### src/rtl/hazard_pkg.sv
// Shared definitions for the pipeline hazard controller: register-index
// width, the hard-wired zero register and the memory wait-state FSM encoding.
package hazard_pkg;

  localparam int REG_W = 5;
  localparam logic [REG_W-1:0] REG_ZERO = '0;

  typedef enum logic [1:0] {
    RUN   = 2'd0,
    WAIT  = 2'd1,
    ERROR = 2'd2
  } state_t;

endpackage

### src/rtl/sat_counter.sv
// Saturating up-counter: counts one per cycle while inc is high and holds
// at all-ones. clear is a synchronous zero; rst is asynchronous, active-low.
module sat_counter #(
  parameter int CNT_W = 16
) (
  input  logic             clk,
  input  logic             rst,
  input  logic             inc,
  input  logic             clear,
  output logic [CNT_W-1:0] count
);

  logic [CNT_W-1:0] r_count;

  // Count register; stops at all-ones so the value never wraps
  always_ff @(posedge clk or negedge rst) begin
    if (!rst) begin
      r_count <= '0;
    end else if (clear) begin
      r_count <= '0;
    end else if (inc && (r_count != {CNT_W{1'b1}})) begin
      r_count <= r_count + CNT_W'(1);
    end
  end

  assign count = r_count;

endmodule

### src/rtl/hazard_control_unit.sv
// Pipeline hazard controller for the 5-stage RV32I core.
// Drives PC / pipeline-register enables and flushes from the load-use,
// memory-wait and branch-redirect conditions, keeps a memory wait-state FSM
// with timeout, and counts each stall/redirect class in saturating counters.
// Build option HAZARD_FWD_EN: forwarding unit present, so only a load in EX
// feeding the ID instruction stalls; otherwise any in-flight writer in EX or
// MEM whose result the ID instruction reads stalls it.
module hazard_control_unit
  import hazard_pkg::*;
#(
  parameter int MEM_TIMEOUT = 64,
  parameter int CNT_W       = 16
) (
  input  logic             clk,
  input  logic             rst,
  input  logic [4:0]       ifid_rs1,
  input  logic [4:0]       ifid_rs2,
  input  logic             ifid_rs1_used,
  input  logic             ifid_rs2_used,
  input  logic [4:0]       idex_rd,
  input  logic             idex_reg_write,
  input  logic             idex_mem_read,
  input  logic [4:0]       exmem_rd,
  input  logic             exmem_reg_write,
  input  logic             exmem_mem_req,
  input  logic             mem_ready,
  input  logic             ex_branch_taken,
  output logic             pc_en,
  output logic             ifid_en,
  output logic             idex_en,
  output logic             exmem_en,
  output logic             ifid_flush,
  output logic             idex_flush,
  output logic             memwb_flush,
  output logic             hazard_error,
  output logic [CNT_W-1:0] load_use_cnt,
  output logic [CNT_W-1:0] redirect_cnt,
  output logic [CNT_W-1:0] wait_cnt
);

  localparam int TMR_W = $clog2(MEM_TIMEOUT) + 1;

  state_t           r_state, w_state_nxt;
  logic [TMR_W-1:0] r_timer, w_timer_nxt;
  logic             w_ex_hit;
  logic             w_data_hazard;
  logic             w_mem_stall;
  logic             w_inc_lu, w_inc_rd, w_inc_wt;
  logic             w_unused;

  // A source matches a producer only if it is really read and the producer
  // really writes a non-zero register (x0 never creates a dependency)
  function automatic logic f_match(input logic [REG_W-1:0] rs, input logic used,
                                   input logic [REG_W-1:0] rd, input logic wr);
    return used && wr && (rs == rd) && (rd != REG_ZERO);
  endfunction

  assign w_ex_hit = f_match(ifid_rs1, ifid_rs1_used, idex_rd, idex_reg_write) ||
                    f_match(ifid_rs2, ifid_rs2_used, idex_rd, idex_reg_write);

`ifdef HAZARD_FWD_EN
  // ALU results are forwarded; only a load's data arrives too late for EX
  assign w_data_hazard = idex_mem_read && w_ex_hit;
  // MEM-stage writer is covered by forwarding, so its fields are not needed
  assign w_unused      = ^{exmem_rd, exmem_reg_write};
`else
  logic w_mem_hit;
  assign w_mem_hit     = f_match(ifid_rs1, ifid_rs1_used, exmem_rd, exmem_reg_write) ||
                         f_match(ifid_rs2, ifid_rs2_used, exmem_rd, exmem_reg_write);
  // Without forwarding the consumer waits until the producer reaches WB
  assign w_data_hazard = w_ex_hit || w_mem_hit;
  // Load/ALU distinction is irrelevant when every writer stalls
  assign w_unused      = idex_mem_read;
`endif

  assign w_mem_stall  = exmem_mem_req && !mem_ready;
  assign hazard_error = (r_state == ERROR);

  // Prioritised enable/flush decode; also flags which class each cycle counts as
  always_comb begin
    pc_en       = 1'b1;
    ifid_en     = 1'b1;
    idex_en     = 1'b1;
    exmem_en    = 1'b1;
    ifid_flush  = 1'b0;
    idex_flush  = 1'b0;
    memwb_flush = 1'b0;
    w_inc_lu    = 1'b0;
    w_inc_rd    = 1'b0;
    w_inc_wt    = 1'b0;
    if (!rst) begin
      // Hold everything and fill the pipe with bubbles while in reset
      pc_en       = 1'b0;
      ifid_en     = 1'b0;
      idex_en     = 1'b0;
      exmem_en    = 1'b0;
      ifid_flush  = 1'b1;
      idex_flush  = 1'b1;
      memwb_flush = 1'b1;
    end else if (r_state == ERROR) begin
      pc_en    = 1'b0;
      ifid_en  = 1'b0;
      idex_en  = 1'b0;
      exmem_en = 1'b0;
    end else if (w_mem_stall) begin
      // Freeze everything up to MEM (a branch in EX stays put); bubble into WB
      pc_en       = 1'b0;
      ifid_en     = 1'b0;
      idex_en     = 1'b0;
      exmem_en    = 1'b0;
      memwb_flush = 1'b1;
      w_inc_wt    = 1'b1;
    end else if (ex_branch_taken) begin
      // Squash the two wrong-path instructions behind the redirect
      ifid_flush = 1'b1;
      idex_flush = 1'b1;
      w_inc_rd   = 1'b1;
    end else if (w_data_hazard) begin
      // Hold PC and ID, insert one bubble into EX
      pc_en      = 1'b0;
      ifid_en    = 1'b0;
      idex_flush = 1'b1;
      w_inc_lu   = 1'b1;
    end
  end

  // Memory wait-state next-state and timeout timer
  always_comb begin
    w_state_nxt = r_state;
    w_timer_nxt = r_timer;
    case (r_state)
      RUN: begin
        if (w_mem_stall) begin
          w_state_nxt = WAIT;
          w_timer_nxt = TMR_W'(1);
        end
      end
      WAIT: begin
        if (!w_mem_stall) begin
          w_state_nxt = RUN;
          w_timer_nxt = '0;
        end else if (r_timer == TMR_W'(MEM_TIMEOUT - 1)) begin
          w_state_nxt = ERROR;
        end else begin
          w_timer_nxt = r_timer + TMR_W'(1);
        end
      end
      ERROR: begin
        w_state_nxt = ERROR;
      end
      default: begin
        w_state_nxt = RUN;
        w_timer_nxt = '0;
      end
    endcase
  end

  // FSM state and timer registers
  always_ff @(posedge clk or negedge rst) begin
    if (!rst) begin
      r_state <= RUN;
      r_timer <= '0;
    end else begin
      r_state <= w_state_nxt;
      r_timer <= w_timer_nxt;
    end
  end

  sat_counter #(.CNT_W(CNT_W)) u_load_use_cnt (
    .clk   (clk),
    .rst   (rst),
    .inc   (w_inc_lu),
    .clear (1'b0),
    .count (load_use_cnt)
  );

  sat_counter #(.CNT_W(CNT_W)) u_redirect_cnt (
    .clk   (clk),
    .rst   (rst),
    .inc   (w_inc_rd),
    .clear (1'b0),
    .count (redirect_cnt)
  );

  sat_counter #(.CNT_W(CNT_W)) u_wait_cnt (
    .clk   (clk),
    .rst   (rst),
    .inc   (w_inc_wt),
    .clear (1'b0),
    .count (wait_cnt)
  );

endmodule

### config.mk
export PLATFORM = sky130hd
export DESIGN_NAME = hazard_control_unit
export DESIGN_NICKNAME = d
export VERILOG_FILES = /design/src/rtl/hazard_pkg.sv /design/src/rtl/sat_counter.sv /design/src/rtl/hazard_control_unit.sv
export SDC_FILE = /design/constraint.sdc
export NUM_CORES = 1
export LEC_CHECK = 0
export ABC_AREA = 1
export BUFFER_PORTS_ARGS = -buffer_cell sky130_fd_sc_hd__buf_2
export CORE_ASPECT_RATIO = 0.75
export CORE_MARGIN = 2
export CORE_UTILIZATION = 56
export CTS_BUF_LIST = sky130_fd_sc_hd__clkbuf_8
export DETAILED_ROUTE_END_ITERATION = 7
export PLACE_DENSITY = 0.95
export SKIP_LAST_GASP = 1
export SYNTH_ARGS = -nofsm -noshare
export SYNTH_HDL_FRONTEND = slang
export SYNTH_SLANG_ARGS = --single-unit
### constraint.sdc
create_clock -name clk -period 2.1 [get_ports clk]
set_input_delay 0.21 -clock clk [delete_from_list [all_inputs] [get_ports clk]]
set_output_delay 0.21 -clock clk [all_outputs]
set_load 0.02 [all_outputs]
==> results of run 1 <==
[cells in the final DEF, fill, tap and decap left out]
cell type and n:
a21boi_0 2, a21oi_1 4, buf_2 84, buf_4 4
bufinv_16 1, clkbuf_8 9, clkinv_1 1, clkinv_2 3
dfrtp_1 57, dlygate4sd3_1 1, ha_1 4, inv_1 66
inv_2 1, nand2_1 170, nand2_2 5, nand3_1 30
nand3_2 1, nand3_4 1, nand4_1 27, nor2_1 57
nor3_1 18, nor3_2 1, nor3_4 2, o21a_1 1
o21ai_0 11, o21ai_2 1, o31ai_1 1, or2_2 1
xnor2_1 15, xor2_1 27
[kinds of logic (layout without fill, tap and decap cells)]
| group | Yosys count | in the layout |
|---|---|---|
| AOI/OAI and AO/OA | 20 | 20 |
| xor gates and xnor gates | 42 | 42 |
| adders and majority gates | 4 | 4 |
| buffers and inverters | 75 | 170 |
| DFF | 57 | 57 |
| and+or+nand+nor | 313 | 313 |
[tightest hold or removal path, stage by stage]
cell	delay, ns
buf_2	0.10
nand2_2	0.14
nor2_1	0.06
nand2_1	0.06
inv_1	0.03
[layout make-up]
cell class / count / area, sq um
fill: 506 / 1970
multi-input combinational: 379 / 1900
sequential: 57 / 1430
timing repair buffer: 89 / 460
inverter: 66 / 248
clock buffer: 9 / 124
tap: 81 / 101
clock inverter: 6 / 52.6
[how the worst max path moves through the flow]
stage	start	to	cells after the start
after floorplan	r_state[0]$_DFFE_PN0P_	pc_en	6
after global placement	u_redirect_cnt.count[0]$_DFFE_PN0P_	u_redirect_cnt.count[15]$_DFFE_PN0P_	9
after detailed placement	u_redirect_cnt.count[0]$_DFFE_PN0P_	u_redirect_cnt.count[15]$_DFFE_PN0P_	9
after CTS	r_state[0]$_DFFE_PN0P_	ifid_en	6
after global routing	r_state[0]$_DFFE_PN0P_	u_redirect_cnt.count[15]$_DFFE_PN0P_	9
final	r_state[0]$_DFFE_PN0P_	ifid_en	6
[power by group]
group,internal (mW),switching [mW]
clock network,0.526,0.436
logic,0.0518,0.104
registers,1.10,0
total,1.68,0.541
[synthesized netlist by cell type (5+ instances only)]
| cell | count | share of area [%] |
|---|---|---|
| nor2_1 | 57 | 5.9 |
| nand2_1 | 170 | 18 |
| inv_1 | 64 | 6.6 |
| o21ai_0 | 11 | 1.5 |
| dfrtp_1 | 57 | 39 |
| nand2_2 | 5 | 0.86 |
| xnor2_1 | 15 | 3.6 |
| nand3_1 | 31 | 4.3 |
| nor3_1 | 18 | 2.5 |
| nand4_1 | 27 | 4.6 |
| xor2_1 | 27 | 6.5 |
[flip-flops by register name (all words and copies together) (netlist names)]
| name | flops |
|---|---|
| u_redirect_cnt.count | 16 |
| u_wait_cnt.count | 16 |
| r_state | 2 |
| u_load_use_cnt.count | 16 |
| r_timer | 7 |
[layer usage]
layer,share of wire (%),vias to the layer above
met5,0,-
met4,2.1,0
met3,6.4,25
met2,46,149
met1,45,1663
li1,-,1799
[timing repair]
item	CTS	global route
gates resized for setup	0	1
hold endpoints to repair	8	0
hold buffers	1	0
setup endpoints to repair	0	2
[per-stage QoR]
step | instances | setup WS [ns] | TNS (ns) | hold WS [ns] | power [mW]
finish | 687 | 0.140 | 0 | 0.293 | 2.22
global route | 687 | -0.00660 | -0.00660 | 0.339 | 2.30
CTS | 687 | 0.172 | 0 | 0.281 | 2.23
detailed placement | 671 | 0.213 | 0 | 0.203 | 1.27
global placement | 671 | 0.278 | 0 | 0.198 | 1.27
floorplan | 511 | 0.0606 | 0 | -0.0856 | 1.19
==> impl_metrics.env, run 1 <==
export IMPL_wire_per_inst_microns=12.9
export IMPL_viasPerCell=5.29
export IMPL_p_leak_nw=2.46
export IMPL_worstReg2RegEnd="u_redirect_cnt.count[15]$_DFFE_PN0P_"
export IMPL_antenna_cells=0
export IMPL_worst_r2r_setup_slack_ns=0.19
export IMPL_whs_endpoint="r_state[0]$_DFFE_PN0P_"
export IMPL_syn_area_sq_um=3630
export IMPL_dpl_instance_area_sq_um=4120
export IMPL_htree_levels=3
export IMPL_async_flop_share_pct=100
export IMPL_hold_class="in -> reg"
export IMPL_syn_inst=511
export IMPL_power_density_nw_per_um2=514
export IMPL_rows=25
export IMPL_fin_util_pct=68.6
export IMPL_die_x_microns=97.0
export IMPL_cp_max_fo=6
export IMPL_synth_mux_area_share_pct=0
export IMPL_worst_path_buf_inv=3
export IMPL_vias=3636
export IMPL_post_cts_buffers=0
export IMPL_synthFlopType="dfrtp_1"
export IMPL_ys_seq_area_share_pct=39.2
export IMPL_syn_avg_cell_area_sq_um=7.11
export IMPL_clock_sinks=57
export IMPL_root_buffer="clkbuf_8"
export IMPL_crit_type="reg -> out"
export IMPL_rsz0062_at_grt="true"
export IMPL_finalSetupViolations=0
export IMPL_ant_nets=0
export IMPL_fin_area_sq_um=4310
export IMPL_dp_final_hpwl_microns=6620
export IMPL_max_slew_margin_pct=59.9
export IMPL_busiest_layer="met2"
export IMPL_area_growth_pct=18.7
export IMPL_drive_above_1_share_pct=18.8
export IMPL_ys_ff_latch=57
export IMPL_max_freq_mhz=510
export IMPL_grt_max_degree=50
export IMPL_yosys_area_share_simple_pct=37.5
export IMPL_vdd_drop_max_mv=0.420
export IMPL_drt_total_wl_microns=8880
export IMPL_port_buffers=84
export IMPL_yosys_area_share_adder_pct=1.38
export IMPL_post_route_min_period_ns=1.96
export IMPL_period_share_pct=93.3
export IMPL_synth_cell_types=28
export IMPL_synth_xor_area_share_pct=10.1
export IMPL_drc_errors=0
export IMPL_cp_end_kind="output port"
export IMPL_grt_pass1_vias=3375
export IMPL_grt_util_met1_pct=33.1
export IMPL_clock_path_buffers=2
export IMPL_ys_warn_count=0
export IMPL_fp_coreArea_sq_um=6290
export IMPL_die_height_microns=73.8
export IMPL_antenna_found_initial=0
export IMPL_first_iter_violations=194
export IMPL_worstPathCellList="inv_1 -> nand2_2 -> inv_1 -> nor3_4 -> a21boi_0 -> buf_2"
export IMPL_r2r_start="u_redirect_cnt.count[0]$_DFFE_PN0P_"
export IMPL_io_pins=86
export IMPL_cts_tree="yes"
export IMPL_tightest_slew_ns=0.601
export IMPL_clk_latency_ns=0.35
export IMPL_grt_pass1_wl_microns=14700
export IMPL_slowest_stage="dfrtp_1"
export IMPL_drt_pass1_iterations=5
export IMPL_numCtsBuffers=9
export IMPL_critPathTopFamily="flip-flops"
export IMPL_synth_compound_area_share_pct=3.13
export IMPL_synth_top_family_by_area="simple AND/OR/NAND/NOR gates"
export IMPL_slew_viol_final=0
export IMPL_arrival_ns=1.75
export IMPL_grt_use_total_pct=25.7
export IMPL_cts_clk_slew_worst_paths_ns=0.06
export IMPL_nets=636
export IMPL_place_congestion=0.943
export IMPL_max_stage_delay_ns=0.41
export IMPL_synth_edf_count=0
export IMPL_maxCapViolations=0
export IMPL_worstHoldPathCells=5
export IMPL_start_kind="register"
export IMPL_worstPathRequired_ns=1.89
export IMPL_hold_start="exmem_mem_req"
export IMPL_status="complete, no violations"
export IMPL_fin_skew_ns=0.00959
export IMPL_cpMostUsedCell="inv_1"
export IMPL_fp_dieArea_sq_um=7160
export IMPL_grt_util_met2_pct=42.1
export IMPL_grt_overflow=0
export IMPL_hold_viol=0
export IMPL_grt_met3_usage_pct=5.71
export IMPL_start_util_pct=57.8
export IMPL_reg2reg_depth=9
export IMPL_syn_num_nets=545
Power figures use the tool's default switching activity.
==> inputs of run 2 (changes only) <==
CORE_UTILIZATION = 57   (was 56)
SYNTH_HIERARCHICAL = 1   (was default)
==> run 2 against run 1 <==
Compared with the run above: power grew 2.8%; critical path type is now reg -> reg; first-iteration DRC count grew 37%; cell count grew 20%.
==> impl_metrics.env, run 2 <==
export IMPL_antenna_found_initial=0
export IMPL_rsz0062_at_grt="false"
export IMPL_multiInputGateArea_sq_um=2350
export IMPL_grt_pass1_wl_microns=18200
export IMPL_worstReg2RegEnd="u_load_use_cnt/count[15]$_DFFE_PN0P_"
export IMPL_max_freq_mhz=539
export IMPL_vias=4357
export IMPL_syn_avg_cell_area_sq_um=6.65
export IMPL_dpl_instance_area_sq_um=4650
export IMPL_slew_viol_final=0
export IMPL_grt_use_total_pct=28.2
export IMPL_syn_inst=623
export IMPL_seqCellArea_sq_um=1430
export IMPL_cts_clk_slew_worst_paths_ns=0.06
export IMPL_drive_above_1_share_pct=21.2
export IMPL_ys_top_cells_by_count="247 x nand2_1, 65 x nor2_1, 57 x dfrtp_1, 57 x inv_1, 49 x nand3_1"
export IMPL_root_buffer="clkbuf_8"
export IMPL_cp_end_kind="register"
export IMPL_hold_viol=0
export IMPL_p_leak_nw=2.68
export IMPL_port_buffers=84
export IMPL_ys_seq_area_share_pct=34.4
export IMPL_area_growth_pct=16.8
export IMPL_numCtsBuffers=9
export IMPL_status="complete, no violations"
export IMPL_period_share_pct=88.4
export IMPL_yosysMostFrequentCell="nand2_1"
export IMPL_io_pins=86
export IMPL_cts_repair_resized=0
export IMPL_instances_no_fill=823
export IMPL_fin_area_sq_um=4840
export IMPL_clk_latency_ns=0.34
export IMPL_ys_ff_latch=57
export IMPL_finalSetupViolations=0
export IMPL_htree_levels=3
export IMPL_worstPathRequired_ns=2.37
export IMPL_start_kind="register"
export IMPL_synth_edf_count=0
export IMPL_tightest_slew_ns=0.732
export IMPL_clock_sinks=57
export IMPL_clock_path_buffers=2
export IMPL_hold_class="in -> async"
export IMPL_synthFlopType="dfrtp_1"
export IMPL_ys_warn_count=6
export IMPL_post_place_ws_ns=0.219
export IMPL_start_util_pct=59.8
export IMPL_synth_cell_types=34
export IMPL_first_iter_violations=266
export IMPL_async_flop_share_pct=100
export IMPL_grt_overflow=0
export IMPL_power_density_nw_per_um2=471
export IMPL_viasPerCell=5.29
export IMPL_post_route_worst_setup_slack_ns=0.244
export IMPL_grt_pass1_vias=4083
export IMPL_syn_area_sq_um=4150
export IMPL_dp_cells=807
export IMPL_fp_dieArea_sq_um=7980
export IMPL_mostFrequentLayoutCells="247 x nand2_1, 84 x buf_2, 65 x nor2_1"
export IMPL_r2r_start="r_state[1]$_DFFE_PN0P_"
export IMPL_cts_hold_buf=0
export IMPL_fin_skew_ns=0.00928
export IMPL_die_height_microns=77.9
export IMPL_max_slew_margin_pct=51.2
export IMPL_grt_max_degree=58
export IMPL_dp_final_hpwl_microns=7630
export IMPL_rows=26
export IMPL_vdd_drop_max_mv=0.414
export IMPL_drt_total_wl_microns=10500
export IMPL_antenna_cells=0
export IMPL_arrival_ns=2.13
export IMPL_ant_nets=0
export IMPL_fillers=574
export IMPL_cp_max_fo=13
export IMPL_synth_top_cell_area_share_pct=34.4
export IMPL_place_congestion=0.954
export IMPL_fp_coreArea_sq_um=6930
export IMPL_drt_pass1_iterations=5
export IMPL_synth_top_area_cell="dfrtp_1"
export IMPL_cts_tree="yes"
export IMPL_reg2reg_depth=12
export IMPL_maxCapViolations=0
export IMPL_worst_r2r_setup_slack_ns=0.24
export IMPL_post_cts_buffers=0
export IMPL_crit_type="reg -> reg"
export IMPL_post_route_min_period_ns=1.86
export IMPL_power_mw=2.28
export IMPL_ys_top_cells_by_area="dfrtp_1 34%, nand2_1 22%, nand3_1 5.9%, nor2_1 5.9%, inv_1 5.2%"
export IMPL_tns_ns=0
export IMPL_nets=754
export IMPL_wire_per_inst_microns=12.7
export IMPL_drc_errors=0
export IMPL_die_x_microns=102
export IMPL_layout_commonest_cell="nand2_1"
run 2: cell count changes in the layout (fill, tap and decap cells not counted), moves of 6 or more:
cell / change
nor3_1: -12
nand2_4: +6
conb_1: +9
nor2_4: +7
inv_2: +12
nand2_1: +77
o21bai_1: +6
xor2_1: -17
inv_1: -6
xnor2_1: -9
nor2_1: +8
nand3_1: +19
run 2: final cells by class:
| class | count | area share, % |
|---|---|---|
| clock buffer | 10 | 2.84 |
| tap | 98 | 2.53 |
| clock inverter | 6 | 1.06 |
| multi-input combinational | 488 | 48.5 |
| sequential | 57 | 29.5 |
| inverter | 74 | 5.95 |
| timing repair buffer | 90 | 9.62 |
run 2: metrics by stage:
| step | hold slack [ns] | utilization, % |
|---|---|---|
| after floorplan | -0.0856 | - |
| after CTS | 0.128 | 69.8 |
| after detailed placement | 0.487 | 67.1 |
| after global placement | 0.490 | 67.1 |
| after global routing | 0.149 | 69.8 |
| final | 0.121 | 69.8 |
run 2: layer usage:
metal | global-route usage [%] | wire (microns)
met1 | 38.2 | 4450
met2 | 45.7 | 4930
met3 | 6.94 | 967
met4 | 6.27 | 110
met5 | 0 | 0
run 2: critical path, cell delays in order, from the launching register on:
cell	delay [ns]
dfrtp_1	0.38
inv_2	0.07
nor2_2	0.06
inv_2	0.08
nand2_1	0.08
nor2_1	0.20
inv_2	0.06
nor2_1	0.28
inv_1	0.07
nor2_1	0.11
buf_4	0.21
nand4_1	0.11
nand2_1	0.08
run 2: how the worst max path moves through the flow:
stage,slack (ns),cells past startpoint,to,from
after CTS,0.24,12,u_load_use_cnt/count[15]$_DFFE_PN0P_,r_state[1]$_DFFE_PN0P_
after detailed placement,0.22,16,u_load_use_cnt/count[0]$_DFFE_PN0P_,idex_rd[4]
after global placement,0.25,16,u_load_use_cnt/count[2]$_DFFE_PN0P_,idex_rd[2]
after global routing,0.04,12,u_load_use_cnt/count[2]$_DFFE_PN0P_,r_state[1]$_DFFE_PN0P_
final,0.24,12,u_load_use_cnt/count[15]$_DFFE_PN0P_,r_state[1]$_DFFE_PN0P_
after floorplan,0.12,12,u_load_use_cnt/count[10]$_DFFE_PN0P_,r_state[1]$_DFFE_PN0P_
run 2: cell families (layout without fill, tap and decap cells):
| group | after synthesis | in the layout | synth area share (%) |
|---|---|---|---|
| buffers and inverters | 86 | 180 | 9.66 |
| flip-flops | 57 | 57 | 34.4 |
| adder cells (fa/ha/maj) | 4 | 4 | 1.21 |
| AO/OA/AOI/OAI | 33 | 33 | 5.49 |
| AND/OR/NAND/NOR | 426 | 426 | 45.8 |
| XOR/XNOR | 16 | 16 | 3.38 |
| other | 1 | 9 | 0.0905 |
run 2: power breakdown:
group          switching [mW]  internal (mW)  leakage (nW)  total (mW)
clock                   0.433          0.563         0.110       0.996
sequential        0.000000102           1.10         0.786        1.10
combinational           0.129         0.0544          1.78       0.183
total                   0.562           1.72          2.68        2.28
